--- config.mk ---
export PLATFORM = sky130hd
export DESIGN_NAME = norm_pipeline_sequencer
export DESIGN_NICKNAME = d
export VERILOG_FILES = /design/src/rtl/norm_pipeline_sequencer.sv
export SDC_FILE = /design/constraint.sdc
export NUM_CORES = 1
export LEC_CHECK = 0
export ABC_AREA = 0
export CAP_MARGIN = 30
export CELL_PAD_IN_SITES_DETAIL_PLACEMENT = 1
export CELL_PAD_IN_SITES_GLOBAL_PLACEMENT = 1
export CORE_MARGIN = 5
export CORE_UTILIZATION = 35
export CTS_BUF_LIST = sky130_fd_sc_hd__clkbuf_8
export DETAILED_ROUTE_END_ITERATION = 6
export PLACE_DENSITY_LB_ADDON = 0.1
export SLEW_MARGIN = 30
export SYNTH_ARGS = -nofsm -noshare
export SYNTH_HDL_FRONTEND = slang
export SYNTH_SLANG_ARGS = --single-unit
export TNS_END_PERCENT = 10
--- constraint.sdc ---
create_clock -name clk -period 3.18 [get_ports clk]
set_input_delay 0.954 -clock clk [delete_from_list [all_inputs] [get_ports clk]]
set_output_delay 0.954 -clock clk [all_outputs]
set_load 0.005 [all_outputs]
--- src/rtl/norm_pipeline_sequencer.sv ---
// Frame-level controller for the crop-filter -> norm_reader pipeline: starts both stages,
// counts output beats to close each frame, reports completion, timeouts and config errors.
module norm_pipeline_sequencer #(
    parameter int PIXEL_BIT_WIDTH = 10,
    parameter int CNT_WIDTH       = 24,
    parameter int TIMEOUT_CYCLES  = 2**20,
    parameter int FRAME_CNT_WIDTH = 16
) (
    input  logic                       clk,
    input  logic                       s_axis_resetn,
    input  logic                       host_start,
    input  logic                       host_continuous,
    input  logic                       host_abort,
    input  logic [CNT_WIDTH-1:0]       frame_pixels,
    input  logic [PIXEL_BIT_WIDTH-1:0] denom_cfg,
    output logic                       cf_ap_start,
    input  logic                       cf_ap_done,
    output logic                       nr_ap_start,
    output logic [PIXEL_BIT_WIDTH-1:0] nr_norm_denominator,
    input  logic                       mon_tvalid,
    input  logic                       mon_tready,
    output logic                       ap_done,
    output logic                       ap_idle,
    output logic                       ap_ready,
    output logic                       timeout_err,
    output logic                       denom_zero_err,
    output logic [FRAME_CNT_WIDTH-1:0] frame_count
);

    localparam int TMO_W = (TIMEOUT_CYCLES > 1) ? $clog2(TIMEOUT_CYCLES + 1) : 1;
    localparam logic [TMO_W-1:0] TMO_LAST = (TIMEOUT_CYCLES > 0) ? TMO_W'(TIMEOUT_CYCLES - 1) : '0;
    localparam bit TMO_EN = (TIMEOUT_CYCLES > 0);

    typedef enum logic [2:0] {
        S_IDLE, S_START, S_WAIT_CF, S_STREAM, S_DONE, S_ERROR
    } state_t;

    state_t                     state_reg, state_next;
    logic [1:0]                 rst_sync_reg;
    logic                       rst_n;
    logic [CNT_WIDTH-1:0]       fp_reg;
    logic [CNT_WIDTH-1:0]       pix_cnt_reg;
    logic [TMO_W-1:0]           tmo_cnt_reg;
    logic [PIXEL_BIT_WIDTH-1:0] denom_reg;
    logic                       timeout_err_reg, denom_zero_err_reg;
    logic [FRAME_CNT_WIDTH-1:0] frame_count_reg;
    logic                       start_pulse_reg, ap_done_reg, ap_idle_reg;

    logic                       beat, beat_counted, last_beat, count_full, in_window, tmo_hit;
    logic                       latch_cfg;
    logic [CNT_WIDTH-1:0]       pix_cnt_inc;

    // Reset asserts asynchronously but releases in step with clk.
    always_ff @(posedge clk or negedge s_axis_resetn) begin
        if (!s_axis_resetn) rst_sync_reg <= 2'b00;
        else                rst_sync_reg <= {rst_sync_reg[0], 1'b1};
    end
    assign rst_n = rst_sync_reg[1];

    assign beat         = mon_tvalid && mon_tready;
    assign in_window    = (state_reg == S_WAIT_CF) || (state_reg == S_STREAM);
    assign pix_cnt_inc  = pix_cnt_reg + CNT_WIDTH'(1);
    // Beats past the frame length are dropped so they never leak into the next frame.
    assign beat_counted = beat && (pix_cnt_reg < fp_reg);
    assign last_beat    = beat_counted && (pix_cnt_inc == fp_reg);
    assign count_full   = (pix_cnt_reg == fp_reg) || last_beat;
    assign tmo_hit      = TMO_EN && (tmo_cnt_reg == TMO_LAST) && !beat && !cf_ap_done;

    always_comb begin
        state_next = state_reg;
        latch_cfg  = 1'b0;
        case (state_reg)
            S_IDLE: begin
                if (host_start) begin
                    latch_cfg  = 1'b1;
                    state_next = (frame_pixels == '0) ? S_DONE : S_START;
                end
            end
            S_START:   state_next = S_WAIT_CF;
            S_WAIT_CF: begin
                if (cf_ap_done)   state_next = count_full ? S_DONE : S_STREAM;
                else if (tmo_hit) state_next = S_ERROR;
            end
            S_STREAM: begin
                if (last_beat)    state_next = S_DONE;
                else if (tmo_hit) state_next = S_ERROR;
            end
            S_DONE: begin
                if (host_continuous) begin
                    latch_cfg  = 1'b1;
                    state_next = (frame_pixels == '0) ? S_DONE : S_START;
                end else begin
                    state_next = S_IDLE;
                end
            end
            S_ERROR: if (host_start) state_next = S_IDLE;
            default: state_next = S_IDLE;
        endcase
        if (host_abort) begin
            state_next = S_IDLE;
            latch_cfg  = 1'b0;
        end
    end

    always_ff @(posedge clk or negedge rst_n) begin
        if (!rst_n) begin
            state_reg          <= S_IDLE;
            fp_reg             <= '0;
            pix_cnt_reg        <= '0;
            tmo_cnt_reg        <= '0;
            denom_reg          <= PIXEL_BIT_WIDTH'(1);
            timeout_err_reg    <= 1'b0;
            denom_zero_err_reg <= 1'b0;
            frame_count_reg    <= '0;
            start_pulse_reg    <= 1'b0;
            ap_done_reg        <= 1'b0;
            ap_idle_reg        <= 1'b1;
        end else begin
            state_reg <= state_next;

            if (latch_cfg) begin
                fp_reg             <= frame_pixels;
                denom_reg          <= (denom_cfg == '0) ? PIXEL_BIT_WIDTH'(1) : denom_cfg;
                denom_zero_err_reg <= (denom_cfg == '0);
                timeout_err_reg    <= 1'b0;
                pix_cnt_reg        <= '0;
            end else if (state_next == S_IDLE || state_reg == S_DONE) begin
                pix_cnt_reg <= '0;
            end else if (in_window && beat_counted) begin
                pix_cnt_reg <= pix_cnt_inc;
            end

            if (state_next == S_ERROR && state_reg != S_ERROR) timeout_err_reg <= 1'b1;

            if (state_next != state_reg || beat || cf_ap_done) tmo_cnt_reg <= '0;
            else if (in_window)                                tmo_cnt_reg <= tmo_cnt_reg + TMO_W'(1);

            if (state_next == S_DONE) frame_count_reg <= frame_count_reg + FRAME_CNT_WIDTH'(1);

            start_pulse_reg <= (state_next == S_START);
            ap_done_reg     <= (state_next == S_DONE);
            ap_idle_reg     <= (state_next == S_IDLE);
        end
    end

    assign cf_ap_start         = start_pulse_reg;
    assign nr_ap_start         = start_pulse_reg;
    assign nr_norm_denominator = denom_reg;
    assign ap_done             = ap_done_reg;
    assign ap_idle             = ap_idle_reg;
    assign ap_ready            = ap_idle_reg;
    assign timeout_err         = timeout_err_reg;
    assign denom_zero_err      = denom_zero_err_reg;
    assign frame_count         = frame_count_reg;

endmodule
# Yosys cells after proc, flatten, opt, wreduce, memory -nomap -nowiden
# Index checks and enable logic that the tools add are counted.
# classes
add_sub_neg	3
order_cmp	1
eq_ne	13
mux	22
n_reduce_logical	21
# op_table
op	n
two-way mux 24 bit	3
== test 24 bit	2
two-way mux 21 bit	2
two-way mux 3 bit	9
adder 24 x 1 -> 24 bit (second input constant)	1
logical NOT 24 bit	1
< comparator 24 bit	1
adder 21 x 1 -> 21 bit (second input constant)	1
== test 21 x 20 -> 1 bit (second input constant)	1
one-hot mux 3 bit (6 select lines)	1
adder 16 x 1 -> 16 bit (second input constant)	1
== test 3 bit (second input constant)	4
logical NOT 10 bit	1
two-way mux 10 bit	1
logical AND 1 bit	7
== test 3 x 1 -> 1 bit (second input constant)	2
== test 3 x 2 -> 1 bit (second input constant)	2
logical NOT 3 bit	2
logical OR 1 bit	5
two-way mux 1 bit	5
nonzero test 2 bit	2
!= test 3 bit	1
!= test 3 bit (second input constant)	1
nonzero test 3 bit	1
2 further kinds	3
# word_totals
register_bits	105
input_bits	42
out_inout_bits	33
wordCells	72

# Depth between registers and ports, before layout
# logic_depth
ltp_word	12
ltp_mapped	12
ltp_nobuf	12

# Worst setup path before layout
# Ideal clock, no wire load.
# synth_timing
kind	register to register
startpoint	reg pix_cnt_reg[1]
endpoint	reg tmo_cnt_reg[13]
setup_time_ps	119
arrival_ps	2867
required_time_ps	3061
setup_slack_ps	194
stages_incl_launch_ff	13
synth_period_minus_slack_ps	2986
path_cell_list	dfrtp_1 > ha_1 > nand4_1 > or4_1 > clkbuf_1 > a2bb2oi_1 > o2111ai_1 > nor4_2 > nand4_1 > o21a_1 > o311ai_4 > buf_6 > nor2_2
# synth_via
elab_chain_cells	12
# synth_lines
element	line_no	source
start: declaration	42	logic [CNT_WIDTH-1:0] pix_cnt_reg;
start signal: assignment	130	pix_cnt_reg <= pix_cnt_inc;
adder 24 x 1 -> 24 bit / < comparator 24 bit (equally long branches)	62, 64	
== test 24 bit / logical AND 1 bit (equally long branches)	65, 64	
logical AND 1 bit	65	assign last_beat = beat_counted && (pix_cnt_inc == fp_reg);
logical OR 1 bit	66	assign count_full = (pix_cnt_reg == fp_reg) || last_beat;
two-way mux 3 bit (2 in series)	81	if (cf_ap_done) state_next = count_full ? S_DONE : S_STREAM;
one-hot mux 3 bit (6 select lines) (*)	72	case (state_reg)
two-way mux 3 bit (*)	99	if (host_abort) begin
!= test 3 bit (*)	135	if (state_next != state_reg || beat || cf_ap_done) tmo_cnt_reg <= '0;
logical OR 1 bit (*) (2 in series)	135	
two-way mux 21 bit / nonzero test 2 bit (equally long branches)	n/a	
end signal: assignment	136	else if (in_window) tmo_cnt_reg <= tmo_cnt_reg + TMO_W'(1);
end: declaration	43	logic [TMO_W-1:0] tmo_cnt_reg;
# Mark *: on every way between the ends. The rest lies on a longest branch, timed or not.
# A chain may end at the register's enable or synchronous reset.

# Final worst setup path
# layout_timing
startpoint	reg pix_cnt_reg[11]
endpoint	reg tmo_cnt_reg[14]
# The elaborated chain is that of the path after synthesis.

==> impl_metrics.json <==
{
  "die_w_um": 144,
  "hp-class": "reg2async",
  "fin_ws_ns": -0.163,
  "rsz0062_at_grt": "true",
  "path_cells": "buf_6 > nand4_1 > nor4_2 > mux2i_2 > nand4_1 > nor4_2 > buf_4 > nand4_1 > o21a_1 > o311ai_4 > buf_12 > clkbuf_16 > nor2_2",
  "reg2reg_from": "pix_cnt_reg[11]",
  "antenna_found_initial": 0,
  "grt.total_usage": 0.190,
  "grt_start_max_net_pins": 69,
  "hold_buffers": 0,
  "maxSlewHeadroom": 0.646,
  "ys.warnings.count": 0,
  "htree_levels": 3,
  "ys_seq_area_frac": 0.421,
  "wl_mm": 18.7,
  "cp_common_cell": "nand4_1",
  "max_clock_freq_ghz": 0.299,
  "nFillCells": 1957,
  "clock_skew_ns": 0.0131,
  "cts_root_buffer": "clkbuf_8",
  "cpMaxStageDelayCell": "nor4_2",
  "syn_avg_cell_area_um2": 9.68,
  "yosys_register_bits": 105,
  "wire_per_inst_um": 17.9,
  "critPathLaunchType": "flop",
  "syn_area_um2": 6250,
  "crit_path_start": "pix_cnt_reg[11]",
  "initial_core_util": 0.359,
  "setup_viol": 34,
  "period_needed_ns": 3.34,
  "antenna_cells": 0,
  "peakVddDrop_uv": 294,
  "ys_types": 61,
  "num_rows": 48,
  "critPathMaxStageDelay_ns": 0.39,
  "power_density_nw_per_um2": 436,
  "ys_async_sr_fraction": 1.00,
  "cap_violations": 0,
  "syn_inst": 646,
  "finalCritPeriodShare": 1.05,
  "cts_buffers": 9,
  "cts.sinks": 105,
  "drt-initial-drc-count": 284,
  "clk_pin_slew_ns": 0.11,
  "finalNonFillerCells": 1050,
  "die_h_um": 144,
  "ys.flop_type": "dfrtp_1",
  "violations": "negative setup slack",
  "drcViolationCount": 0,
  "synth_nets": 715,
  "place_ws_ns": -0.810,
  "drv_slew": 0,
  "grt_pass1_wl_mm": 31.1,
  "port_buffers": 74,
  "cp_max_fo": 5,
  "worstSetupPathType": "reg2reg",
  "status": "finished with violations",
  "synth_edf_count": 0,
  "vias": 5407,
  "crit_buf_inv": 4,
  "clk_latency_ns": 0.39,
  "core-area_um2": 17400,
  "ios": 75,
  "die_area_um2": 20600,
  "drtPass1Iterations": 4,
  "place.gp.congestion": 0.863,
  "grt_overflow_total": 0,
  "cp_top_family": "simple AND/OR/NAND/NOR gates",
  "end_kind": "flop",
  "area_delta_synth_final_pct": 35.9,
  "critPathRequiredTime_ns": 3.47,
  "r2r_setup_slack_ns": -0.16,
  "worst_slew_pin_slew_ns": 0.531,
  "dp_cells": 1015,
  "critPathArrivalTime_ns": 3.63,
  "cts_tree": "done",
  "ant_nets": 0,
  "p_leak_nw": 3.68,
  "nets": 889,
  "dp_hpwl_mm": 14.0,
  "cts_buffer_depth": 2,
  "drive_gt1_frac": 0.273,
  "post-route-util": 0.488,
  "hold_viol": 0,
  "hold_ws_ns": 0.312,
  "vias_per_cell": 5.15,
  "first_global_vias": 6074
}
-- where the power goes --
group | internal, mW | switching [mW]
Clock | 0.373 | 0.512
Combinational | 0.622 | 0.529
Sequential | 1.51 | 0.162
-- cells in the mapped netlist (4+ instances only) --
cell type | number | share of area
a21oi_1 | 28 | 0.022
and3_1 | 7 | 0.0070
and4_1 | 5 | 0.0070
clkbuf_1 | 17 | 0.010
dfrtp_1 | 103 | 0.41
ha_1 | 27 | 0.054
inv_1 | 37 | 0.022
mux2_2 | 32 | 0.058
nand2_1 | 40 | 0.024
nand3_1 | 23 | 0.018
nand4_1 | 23 | 0.023
nor2_1 | 47 | 0.028
nor2_2 | 20 | 0.020
nor2b_1 | 4 | 0.0040
nor3_1 | 23 | 0.018
nor3_2 | 7 | 0.011
nor4_1 | 15 | 0.015
o21a_1 | 4 | 0.0048
o21ai_0 | 17 | 0.014
o21ai_1 | 4 | 0.0032
or3_1 | 14 | 0.014
xnor2_1 | 45 | 0.063
xor2_1 | 38 | 0.053
-- per-layer routing --
metal,up-vias,routed length [um],track usage
li1,2618,-,-
met1,2691,8740,0.242
met2,81,9150,0.331
met3,17,606,0.0373
met4,0,250,0.0476
met5,-,0,0
-- timing repair --
item | CTS | global route
setup buffers | 15 | 2
endpoints found under the hold margin | 0 | 0
setup endpoints to repair | 64 | 49
pin swaps | 26 | 12
resized for setup | 33 | 13
cloned | 1 | 1
-- path summary, 6_finish.rpt --
| path | end | depth (start not counted) |
|---|---|---|
| min | nr_norm_denominator[3] | 0 |
| min in group clk | rst_sync_reg[1] | 0 |
| max in group asynchronous | ap_idle | 1 |
| min reg2reg | nr_norm_denominator[3] | 0 |
| max reg2reg | tmo_cnt_reg[14] | 13 |
| max | tmo_cnt_reg[14] | 13 |
-- metrics by stage --
stage          cell area [um2]  TNS, ns  power (mW)
2_1_floorplan             6250        0        2.25
5_1_grt                   8500   -11.58        3.94
3_3_place_gp              7900   -34.98        2.72
4_1_cts                   8380    -2.94        3.72
3_5_place_dp              7900   -39.86        2.77
6_report                  8500    -4.11        3.70
-- logic make-up after synthesis --
logic type / after synthesis / synth area share
adders and majority gates: 27 / 0.0540
AOI/OAI and AO/OA: 82 / 0.0857
DFF: 105 / 0.421
xor gates and xnor gates: 83 / 0.116
muxes: 35 / 0.0625
other: 1 / 0.000600
and+or+nand+nor: 249 / 0.216
buffers and inverters: 64 / 0.0444
-- cell usage in the layout, fill, tap and decap left out, types with 3 or more instances in the layout --
master / instances
buf_6: 5
nor3_2: 3
dfrtp_1: 102
nor3_4: 6
and4_1: 5
a21oi_1: 26
buf_12: 4
nor2_2: 22
and3_1: 7
nor4_2: 6
nor2_1: 44
nand4_1: 23
clkbuf_8: 9
nand2b_1: 3
nor3_1: 21
nor4_1: 10
buf_4: 104
or3_1: 14
o21ai_0: 16
ha_1: 26
xnor2_1: 43
inv_1: 38
o21a_1: 3
clkdlybuf4s50_1: 71
dlygate4sd2_1: 3
nand2_1: 40
mux2_2: 32
and2_1: 3
or2_2: 3
o21ai_1: 4
nor2b_1: 4
xor2_1: 38
nand3_1: 22
-- final cells by class --
class                   instances  area, um2  area share
flip-flops and latches        105       2630       0.310
clock buffers                   9        124      0.0146
well taps                     225        282      0.0331
multi-input cells             477       3530       0.415
clock inverters                 7       78.8     0.00928
repair buffers                189       1710       0.201
inverters                      38        143      0.0168
-- worst register-to-register path, stage by stage, from the launching register on --
cell and delay (ns):
dfrtp_1 0.38, buf_6 0.13, nand4_1 0.16, nor4_2 0.36, mux2i_2 0.35, nand4_1 0.24, nor4_2 0.39, buf_4 0.17
nand4_1 0.14, o21a_1 0.25, o311ai_4 0.31, buf_12 0.17, clkbuf_16 0.15, nor2_2 0.04
Note: power is estimated with default switching activity, not from simulation.
